$ cat config.mk
export PLATFORM = sky130hd
export DESIGN_NAME = program_loader
export DESIGN_NICKNAME = d
export VERILOG_FILES = /design/src/rtl/isa_pkg.sv /design/src/rtl/instruction_packer.sv /design/src/rtl/program_loader.sv
export SDC_FILE = /design/constraint.sdc
export NUM_CORES = 1
export LEC_CHECK = 0
export CELL_PAD_IN_SITES_DETAIL_PLACEMENT = 2
export CELL_PAD_IN_SITES_GLOBAL_PLACEMENT = 2
export CORE_ASPECT_RATIO = 0.9
export CORE_MARGIN = 2
export CORE_UTILIZATION = 30
export DETAILED_ROUTE_END_ITERATION = 6
export GPL_TIMING_DRIVEN = 0
export HOLD_SLACK_MARGIN = 0.12
export PLACE_DENSITY = 0.77
export SETUP_SLACK_MARGIN = 0.02
export SLEW_MARGIN = 10
export SYNTH_ARGS = -nofsm -noshare
export SYNTH_HDL_FRONTEND = slang
export SYNTH_HIERARCHICAL = 1
export SYNTH_SLANG_ARGS = --single-unit
$ cat constraint.sdc
create_clock -name CLK -period 1.8 [get_ports CLK]
set_clock_uncertainty 0.2 [all_clocks]
set_input_delay 0.27 -clock CLK [delete_from_list [all_inputs] [get_ports CLK]]
set_output_delay 0.27 -clock CLK [all_outputs]
set_load 0.01 [all_outputs]
$ cat src/rtl/isa_pkg.sv
// isa_pkg: instruction-word formats, field positions and the loader state
// encoding shared by the program loader, its packer and the instruction register.
package isa_pkg;

  localparam int INSTR_W = 16;

  // Word field positions (the instruction register slices the same bits)
  localparam int OPC_MSB = 15;
  localparam int OPC_LSB = 10;
  localparam int RA_BIT  = 9;
  localparam int RAS_MSB = 9;
  localparam int RAS_LSB = 8;
  localparam int IMM_MSB = 8;
  localparam int IMM_LSB = 0;
  localparam int BA_MSB  = 9;
  localparam int BA_LSB  = 0;

  // Word formats as carried on the FMT input
  typedef enum logic [1:0] {
    FMT_REG_IMM = 2'd0,
    FMT_STACK   = 2'd1,
    FMT_BRANCH  = 2'd2,
    FMT_OPC     = 2'd3
  } fmt_e;

  // Program loader sequencing states
  typedef enum logic [1:0] {
    ST_IDLE   = 2'd0,
    ST_LOAD   = 2'd1,
    ST_WRITE  = 2'd2,
    ST_FINISH = 2'd3
  } ld_state_e;

endpackage

$ cat src/rtl/instruction_packer.sv
// instruction_packer: combinational packing of decoded fields into one
// 16-bit instruction word. Fields not used by the selected format never
// reach the word.
module instruction_packer
  import isa_pkg::*;
(
  input  logic [1:0]         FMT,
  input  logic [5:0]         OPCODE,
  input  logic               REGISTER_ADDRESS,
  input  logic [1:0]         REGISTER_ADDRESS_STACK,
  input  logic [8:0]         IMMEDIATE,
  input  logic [9:0]         BA,
  output logic [INSTR_W-1:0] WORD
);

  // Select the field layout for the requested format
  always_comb begin
    WORD = '0;
    WORD[OPC_MSB:OPC_LSB] = OPCODE;
    case (FMT)
      FMT_REG_IMM: begin
        WORD[RA_BIT]          = REGISTER_ADDRESS;
        WORD[IMM_MSB:IMM_LSB] = IMMEDIATE;
      end
      FMT_STACK: begin
        // Stack form has only an 8-bit immediate; bit 8 is dropped here
        WORD[RAS_MSB:RAS_LSB]   = REGISTER_ADDRESS_STACK;
        WORD[IMM_MSB-1:IMM_LSB] = IMMEDIATE[7:0];
      end
      FMT_BRANCH: begin
        WORD[BA_MSB:BA_LSB] = BA;
      end
      default: begin
        WORD[BA_MSB:BA_LSB] = '0;
      end
    endcase
  end

endmodule

$ cat src/rtl/program_loader.sv
// program_loader: accepts decoded field sets over valid/ready, packs each into
// an instruction word and writes it to consecutive instruction-memory
// addresses starting at BASE_ADDR.
// Optional feature macro: PROGRAM_LOADER_RANGE_CHECK_EN (adds ERR port and
// rejects stack-format sets whose immediate does not fit in 8 bits).
module program_loader
  import isa_pkg::*;
#(
  parameter int DEPTH     = 1024,
  parameter int ADDR_W    = 10,
  parameter int BASE_ADDR = 0
) (
  input  logic              CLK,
  input  logic              RST,
  input  logic              START,
  input  logic              IN_VALID,
  output logic              IN_READY,
  input  logic [1:0]        FMT,
  input  logic [5:0]        OPCODE,
  input  logic              REGISTER_ADDRESS,
  input  logic [1:0]        REGISTER_ADDRESS_STACK,
  input  logic [8:0]        IMMEDIATE,
  input  logic [9:0]        BA,
  input  logic              LAST,
  output logic              MEM_WE,
  output logic [ADDR_W-1:0] MEM_ADDR,
  output logic [15:0]       MEM_DATA,
  output logic              BUSY,
  output logic              DONE,
  output logic              FULL,
  output logic [ADDR_W:0]   COUNT
`ifdef PROGRAM_LOADER_RANGE_CHECK_EN
  , output logic            ERR
`endif
);

  localparam logic [ADDR_W-1:0] LAST_ADDR  = ADDR_W'(DEPTH - 1);
  localparam logic [ADDR_W-1:0] START_ADDR = ADDR_W'(BASE_ADDR);

  ld_state_e           state_reg, state_next;
  logic [ADDR_W-1:0]   ptr_reg;
  logic                last_reg;
  logic [15:0]         packed_word;
  logic                handshake;
  logic                range_err;

  instruction_packer u_packer (
    .FMT                    (FMT),
    .OPCODE                 (OPCODE),
    .REGISTER_ADDRESS       (REGISTER_ADDRESS),
    .REGISTER_ADDRESS_STACK (REGISTER_ADDRESS_STACK),
    .IMMEDIATE              (IMMEDIATE),
    .BA                     (BA),
    .WORD                   (packed_word)
  );

  assign handshake = (state_reg == ST_LOAD) && IN_VALID;

`ifdef PROGRAM_LOADER_RANGE_CHECK_EN
  assign range_err = handshake && (FMT == FMT_STACK) && IMMEDIATE[8];
`else
  assign range_err = 1'b0;
`endif

  // State register
  always_ff @(posedge CLK or posedge RST) begin
    if (RST) state_reg <= ST_IDLE;
    else     state_reg <= state_next;
  end

  // Next-state decode
  always_comb begin
    state_next = state_reg;
    case (state_reg)
      ST_IDLE:   if (START) state_next = ST_LOAD;
      ST_LOAD: begin
        if (range_err)      state_next = LAST ? ST_FINISH : ST_LOAD;
        else if (handshake) state_next = ST_WRITE;
      end
      ST_WRITE:  state_next = (ptr_reg == LAST_ADDR || last_reg) ? ST_FINISH : ST_LOAD;
      default:   state_next = ST_IDLE;
    endcase
  end

  // Status and strobe outputs decoded from the registered state only
  always_comb begin
    IN_READY = (state_reg == ST_LOAD);
    MEM_WE   = (state_reg == ST_WRITE);
    BUSY     = (state_reg != ST_IDLE);
    DONE     = (state_reg == ST_FINISH);
  end

  // Pointer, captured word, counters and sticky flags
  always_ff @(posedge CLK or posedge RST) begin
    if (RST) begin
      ptr_reg  <= '0;
      last_reg <= 1'b0;
      MEM_ADDR <= '0;
      MEM_DATA <= '0;
      FULL     <= 1'b0;
      COUNT    <= '0;
`ifdef PROGRAM_LOADER_RANGE_CHECK_EN
      ERR      <= 1'b0;
`endif
    end else begin
      case (state_reg)
        ST_IDLE: begin
          if (START) begin
            ptr_reg <= START_ADDR;
            COUNT   <= '0;
            FULL    <= 1'b0;
`ifdef PROGRAM_LOADER_RANGE_CHECK_EN
            ERR     <= 1'b0;
`endif
          end
        end
        ST_LOAD: begin
          if (handshake && !range_err) begin
            MEM_ADDR <= ptr_reg;
            MEM_DATA <= packed_word;
            last_reg <= LAST;
          end
`ifdef PROGRAM_LOADER_RANGE_CHECK_EN
          if (range_err) ERR <= 1'b1;
`endif
        end
        ST_WRITE: begin
          ptr_reg <= ptr_reg + 1'b1;
          COUNT   <= COUNT + 1'b1;
          if (ptr_reg == LAST_ADDR) FULL <= 1'b1;
        end
        default: ;
      endcase
    end
  end

endmodule

==> metrics <==
Synthesis Warnings 6; RSZ-0062 raised after global routing true; register area share after synthesis 0.503; Final Cycle Share 0.966; post-synth cell types 43; Root Buffer Master clkbuf_8; Leakage Power 1.72 nW; Wirelength per Cell 17.7 um; syn_nets 242; DRT iter0 DRCs 37; Die W 101 um; first-pass GRT wire length 11,800 um; Max Cap Viol 0; synthesized instance count 205; Clock Pin Slew Worst Setup and Hold Paths 0.10 ns; number of buffers inserted by port buffering 70; Synth area leader dfrtp_1; CP bufs+invs 1; Inserted Diodes 0; Worst VDD drop 628 uV; WS Path Type reg2out; share of layout cells above drive strength 1 0.325; count leader, synth dfrtp_1; worst endpoint required time between 1 and 1.5 ns; Synth top area share 0.503; final max-slew violation count 0; Top reg by flops MEM_DATA; finished layout cell area 3710 um2; max FFs per register 16; height of the die around 90 um; antenna violations before repair 0; Max-slew headroom 0.524; clock buffer count from CTS 5; top cells by count, synth dfrtp_1, mux2_4, o21ai_0, buf_4, nand2_1; pre-CTS setup slack -0.201 ns; fraction of registers with async set/reset 1.00; post-layout util 0.455; GRT Overall Usage 0.162; top post-synthesis cells by area dfrtp_1, mux2_4, o21ai_0; DP Area 3390 um2; core area approximately 8100 um2; WL final 7200 um; DRC 0; CTS tree yes; P&R area growth vs syn 46.2%; CP Max Fanout 5; PnR Total Power 4.22 mW; CP Launch Type flop; Hold WC Path Type in2async; clock buffer depth 2; synthesized area approximately 2500 um2; Final Setup Violations 0; vias slightly above 2,000; Final Hold Fails 0; PwrDens between 1000 and 1500 nW/um2; crit-path cells clkdlybuf4s50_1; critical path's slowest cell clkdlybuf4s50_1; filler instances 846; Post-Syn Area per Cell 12.4 um2; TritonCTS Sinks 51; number of global-route vias before repair approximately 2,200; antenna viol nets, final 0; Pre-antenna DRT Iters 4; max incr delay on CP 0.55 ns; Post-DP HPWL approximately 5000 um; die area roughly 9200 um2; vias per inst 4.99; Clock Latency Late Sink 0.31 ns; Initial Util 0.311; total grt overflow 0; delay-heaviest family, CP buffers and inverters; f_max 0.575 GHz; num rows 31; Ports 77; Worst EP arrival between 1 and 1.5 ns; final setup TNS 0 ns; Nets 344; #FFs+latches synth 51; post-layout min period 1.74 ns; RePlAce Congestion 0.724; worst slew pin tran 0.714 ns; Main synth FF type dfrtp_1; Worst Setup End Kind output pin; biggest regs MEM_DATA x16, COUNT x11; largest net degree at the start of global routing 31; post-route setup slack 0.0611 ns; htree depth 2; outcome complete, no violations; number of flops mapped to enable cells by yosys 0
## placed cells by master (no fill, tap or decap), types with 4 or more instances in the layout
cell             instances
a22o_2                   8
buf_4                   28
clkdlybuf4s50_1         64
mux2_2                   8
nand2_1                 10
o31ai_1                  5
dlygate4sd3_1            6
nand3_1                  8
nor2_1                   8
clkbuf_8                 5
nand4_1                  4
o21ai_0                 19
dfrtp_1                 48
buf_6                    4
xor2_1                   5
mux2_4                  19
## logic make-up after synthesis
family,share of synthesized area
compound gates,0.150
flops,0.503
simple gates,0.107
mux,0.156
buf+inv,0.0572
xor+xnor,0.0173
fa+ha+maj,0.00987
## power by group
group	switching, mW	internal [mW]	total (mW)
registers	0.178	1.41	1.59
clock network	0.404	0.273	0.677
logic	0.833	1.13	1.96
## timing repair
item	CTS	global route
hold buffers	6	0
setup buffers	8	10
pin swaps	0	1
setup endpoints to repair	11	15
gates resized for setup	20	9
endpoints found under the hold margin	6	0
## stage by stage
stage | hold slack [ns] | std cells
finish | 0.201 | 407
global placement | 0.288 | 374
global route | 0.259 | 407
CTS | 0.220 | 397
floorplan | 0.177 | 205
detailed placement | 0.299 | 375
## cell type report
cell class                 instances  area [um2]  share of cell area
buffer                            16         134              0.0361
timing repair buffer              95         915               0.247
multi-input combinational        133        1150               0.310
clock buffer                       6        72.6              0.0196
tap                               99         124              0.0334
sequential                        51        1280               0.345
inverter                           5        21.3             0.00574
clock inverter                     2        12.5             0.00337
## path summary, 6_finish.rpt
path	startpoint	endpoint	slack, ns	cells after the start
max	COUNT[0]$_DFFE_PP0P_	COUNT[0]	0.06	1
min	RST	MEM_ADDR[0]$_DFFE_PP0P_	0.20	2
max reg2reg	state_reg[1]$_DFFE_PP0P_	MEM_DATA[13]$_DFFE_PP0P_	0.09	6
min reg2reg	MEM_DATA[6]$_DFFE_PP0P_	MEM_DATA[6]$_DFFE_PP0P_	0.31	1
max in group asynchronous	RST	COUNT[0]$_DFFE_PP0P_	0.62	3
min in group CLK	MEM_DATA[6]$_DFFE_PP0P_	MEM_DATA[6]$_DFFE_PP0P_	0.31	1
## metal layers
layer	routed length (um)	GRT usage	vias up
li1	-	-	948
met1	3380	0.222	1027
met2	3530	0.268	47
met3	217	0.0277	7
met4	79	0.0338	0
met5	0	0	-
(Power assumes the default switching activity.)
==> edit, RTL diff (config.mk and constraints unchanged) <==
Build with the macro `PROGRAM_LOADER_RANGE_CHECK_EN` defined.
--- a/src/rtl/program_loader.sv
+++ b/src/rtl/program_loader.sv
@@ -3,6 +3,8 @@
 // addresses starting at BASE_ADDR.
 // Optional feature macro: PROGRAM_LOADER_RANGE_CHECK_EN (adds ERR port and
 // rejects stack-format sets whose immediate does not fit in 8 bits).
+`define PROGRAM_LOADER_RANGE_CHECK_EN
+
 module program_loader
   import isa_pkg::*;
 #(
Check against the original RTL (old outputs only; new: ERR): not equivalent (Yosys sat finds a counterexample within 4 cycles, from zero or initial values and one cycle with RST high).
==> edit against the original RTL <==
  * Via count rose by 11%
  * Design area rose by 6.9%
  * Sequential cell count rose by 1
  * Setup slack got worse by 0.0078 ns
  * Routed wire length rose by 11%
  * Largest cell class unchanged
  * Global-route usage rose by 0.60 points
  * Area after synthesis rose by 4.8%
  * Power rose by 16%
==> edit: results (changes against the original RTL) <==
status complete, no violations; largest net degree at the start of global routing 29 (-6.5%); M1 WL 3.59 mm (+6.4%); Largest regs MEM_DATA: 16 flops, COUNT: 11 flops; DR pass1 iterations 4 (unchanged); ant diodes 0 (unchanged); flop2flop setup slack 0.05 ns (-0.04 ns); 1st-iter DRT viols 58 (+57%); Reg-to-Reg End ptr_reg[6]; CP Launch Point state_reg[0]; RePlAce Congestion 0.736 (+1.7%); r2r startpoint state_reg[0]; CTS HTree Levels 2 (unchanged); Synth top cells by count 52 x dfrtp_1, 21 x nand2_1, 20 x mux2_4; Async S/R FF share, synth 100% (unchanged); Yosys Warn Count 6 (unchanged); Netlist cell types 47 (+9.3%); non-filler cells, final 458 (+13%); Mapped Cells 228 (+11%); Psw 1.57 mW (+11%); share of layout cells above drive strength 1 31.9% (-0.61 points); pre-CTS setup slack -0.492 ns (-0.291 ns); worst min path class in2async; Num CTS Buffers 5 (unchanged); slew margin rel. 55.8% (+3.4 points); Data arrival, critical path 1.78 ns (+0.51 ns); filler cell count 870 (+2.8%); post-synthesis sequential area ratio 48.9% (-1.4 points); half-perimeter wire length after placement 5.31 mm (+8.4%); Post-DP Area 0.00354 mm² (+4.4%); reg2reg path depth 5 (-1); Pleak 1.87 nW (+8.6%); # placed instances 419 (+12%); Root Buffer clkbuf_8; met3 WL post-DR 328 µm (+51%); peak supply drop 0.000544 V (-13%); Port Buffer Count 71 (+1.4%); met2 wire length 3.99 mm (+13%); Synth area leaders dfrtp_1 49%, mux2_4 11%, o21ai_0 3.6%; first-pass GRT wire length 12.6 mm (+6.8%); Vias/cell 4.91 (-1.5%); Mapped Nets 265 (+9.5%); vias in the first global route 2422 (+7.8%); critical path fanouts, max 7 (+2); Layout Nets 375 (+9.0%); Post-Route WL 7.98 mm (+11%); gr usage total 16.8% (+0.60 points)
==> edit: changes by cell type after synthesis, sizes merged, moves of 3 or more <==
cell   change
o31ai      -3
nand2      +9
a21oi      +4
nor2       -5
nand3      +3
xor2       -4
==> edit: cells by family (layout without fill, tap and decap cells) <==
group / after synthesis / after routing / synth area share, %
simple gates: 61 / 61 / 13.5
compound gates: 58 / 58 / 15.0
flops: 52 / 52 / 48.9
mux: 30 / 30 / 15.4
buf+inv: 24 / 135 / 5.88
fa+ha+maj: 2 / 2 / 0.941
xor+xnor: 1 / 1 / 0.329
==> edit: power groups by stage <==
| stage | clock, mW | combinational [mW] | sequential, mW |
|---|---|---|---|
| final | 0.801 | 2.37 | 1.72 |
| after global routing | 0.883 | 2.56 | 1.77 |
| after CTS | 0.847 | 2.21 | 1.71 |
| after detailed placement | 0 | 2.02 | 1.76 |
| after global placement | 0 | 1.97 | 1.74 |
| after floorplan | 0 | 1.01 | 1.83 |
==> edit: cell type report <==
cell class	count	area (µm²)	area share [%]
tap	119	149	3.76
timing repair buffer	104	990	25.0
buffer	17	156	3.94
inverter	6	25.0	0.631
clock buffer	6	72.6	1.83
clock inverter	2	35.0	0.884
sequential	52	1310	32.9
multi-input combinational	152	1230	31.1
==> edit: how the worst max path moves through the flow <==
| stage | slack (ns) | to | cells after the start |
|---|---|---|---|
| 5_1_grt | -0.01 | last_reg | 5 |
| 3_5_place_dp | -0.49 | last_reg | 5 |
| 6_report | 0.05 | ptr_reg[6] | 5 |
| 2_1_floorplan | 0.07 | COUNT[0] | 1 |
| 4_1_cts | -0.07 | MEM_WE | 6 |
| 3_3_place_gp | -1.07 | MEM_DATA[12] | 2 |
==> edit: per-stage QoR <==
step | util (%) | hold slack, ns
4_1_cts | 44.4 | 0.225
6_report | 46.1 | 0.199
2_1_floorplan | - | 0.219
3_5_place_dp | 41.1 | 0.294
5_1_grt | 46.1 | 0.260
3_3_place_gp | 40.9 | 0.291
==> edit: worst max-delay path: stages, from the launching register on <==
cell	delay, ns
dfrtp_1	0.40
buf_6	0.14
nand2b_4	0.15
buf_4	0.16
or4_1	0.52
nand3_2	0.11
==> edit: routing by layer <==
layer | up-vias | GRT usage [%]
li1 | 1051 | -
met1 | 1139 | 22.2
met2 | 54 | 28.1
met3 | 6 | 3.29
met4 | 0 | 4.28
met5 | - | 0
==> edit: what timing repair did <==
action | 4_1_cts | 5_1_grt
pin swaps | 2 | 0
hold endpoints to repair | 6 | 0
hold buffers | 6 | 0
gates resized for setup | 26 | 21
endpoints found under the setup margin | 45 | 37
setup buffers | 12 | 14
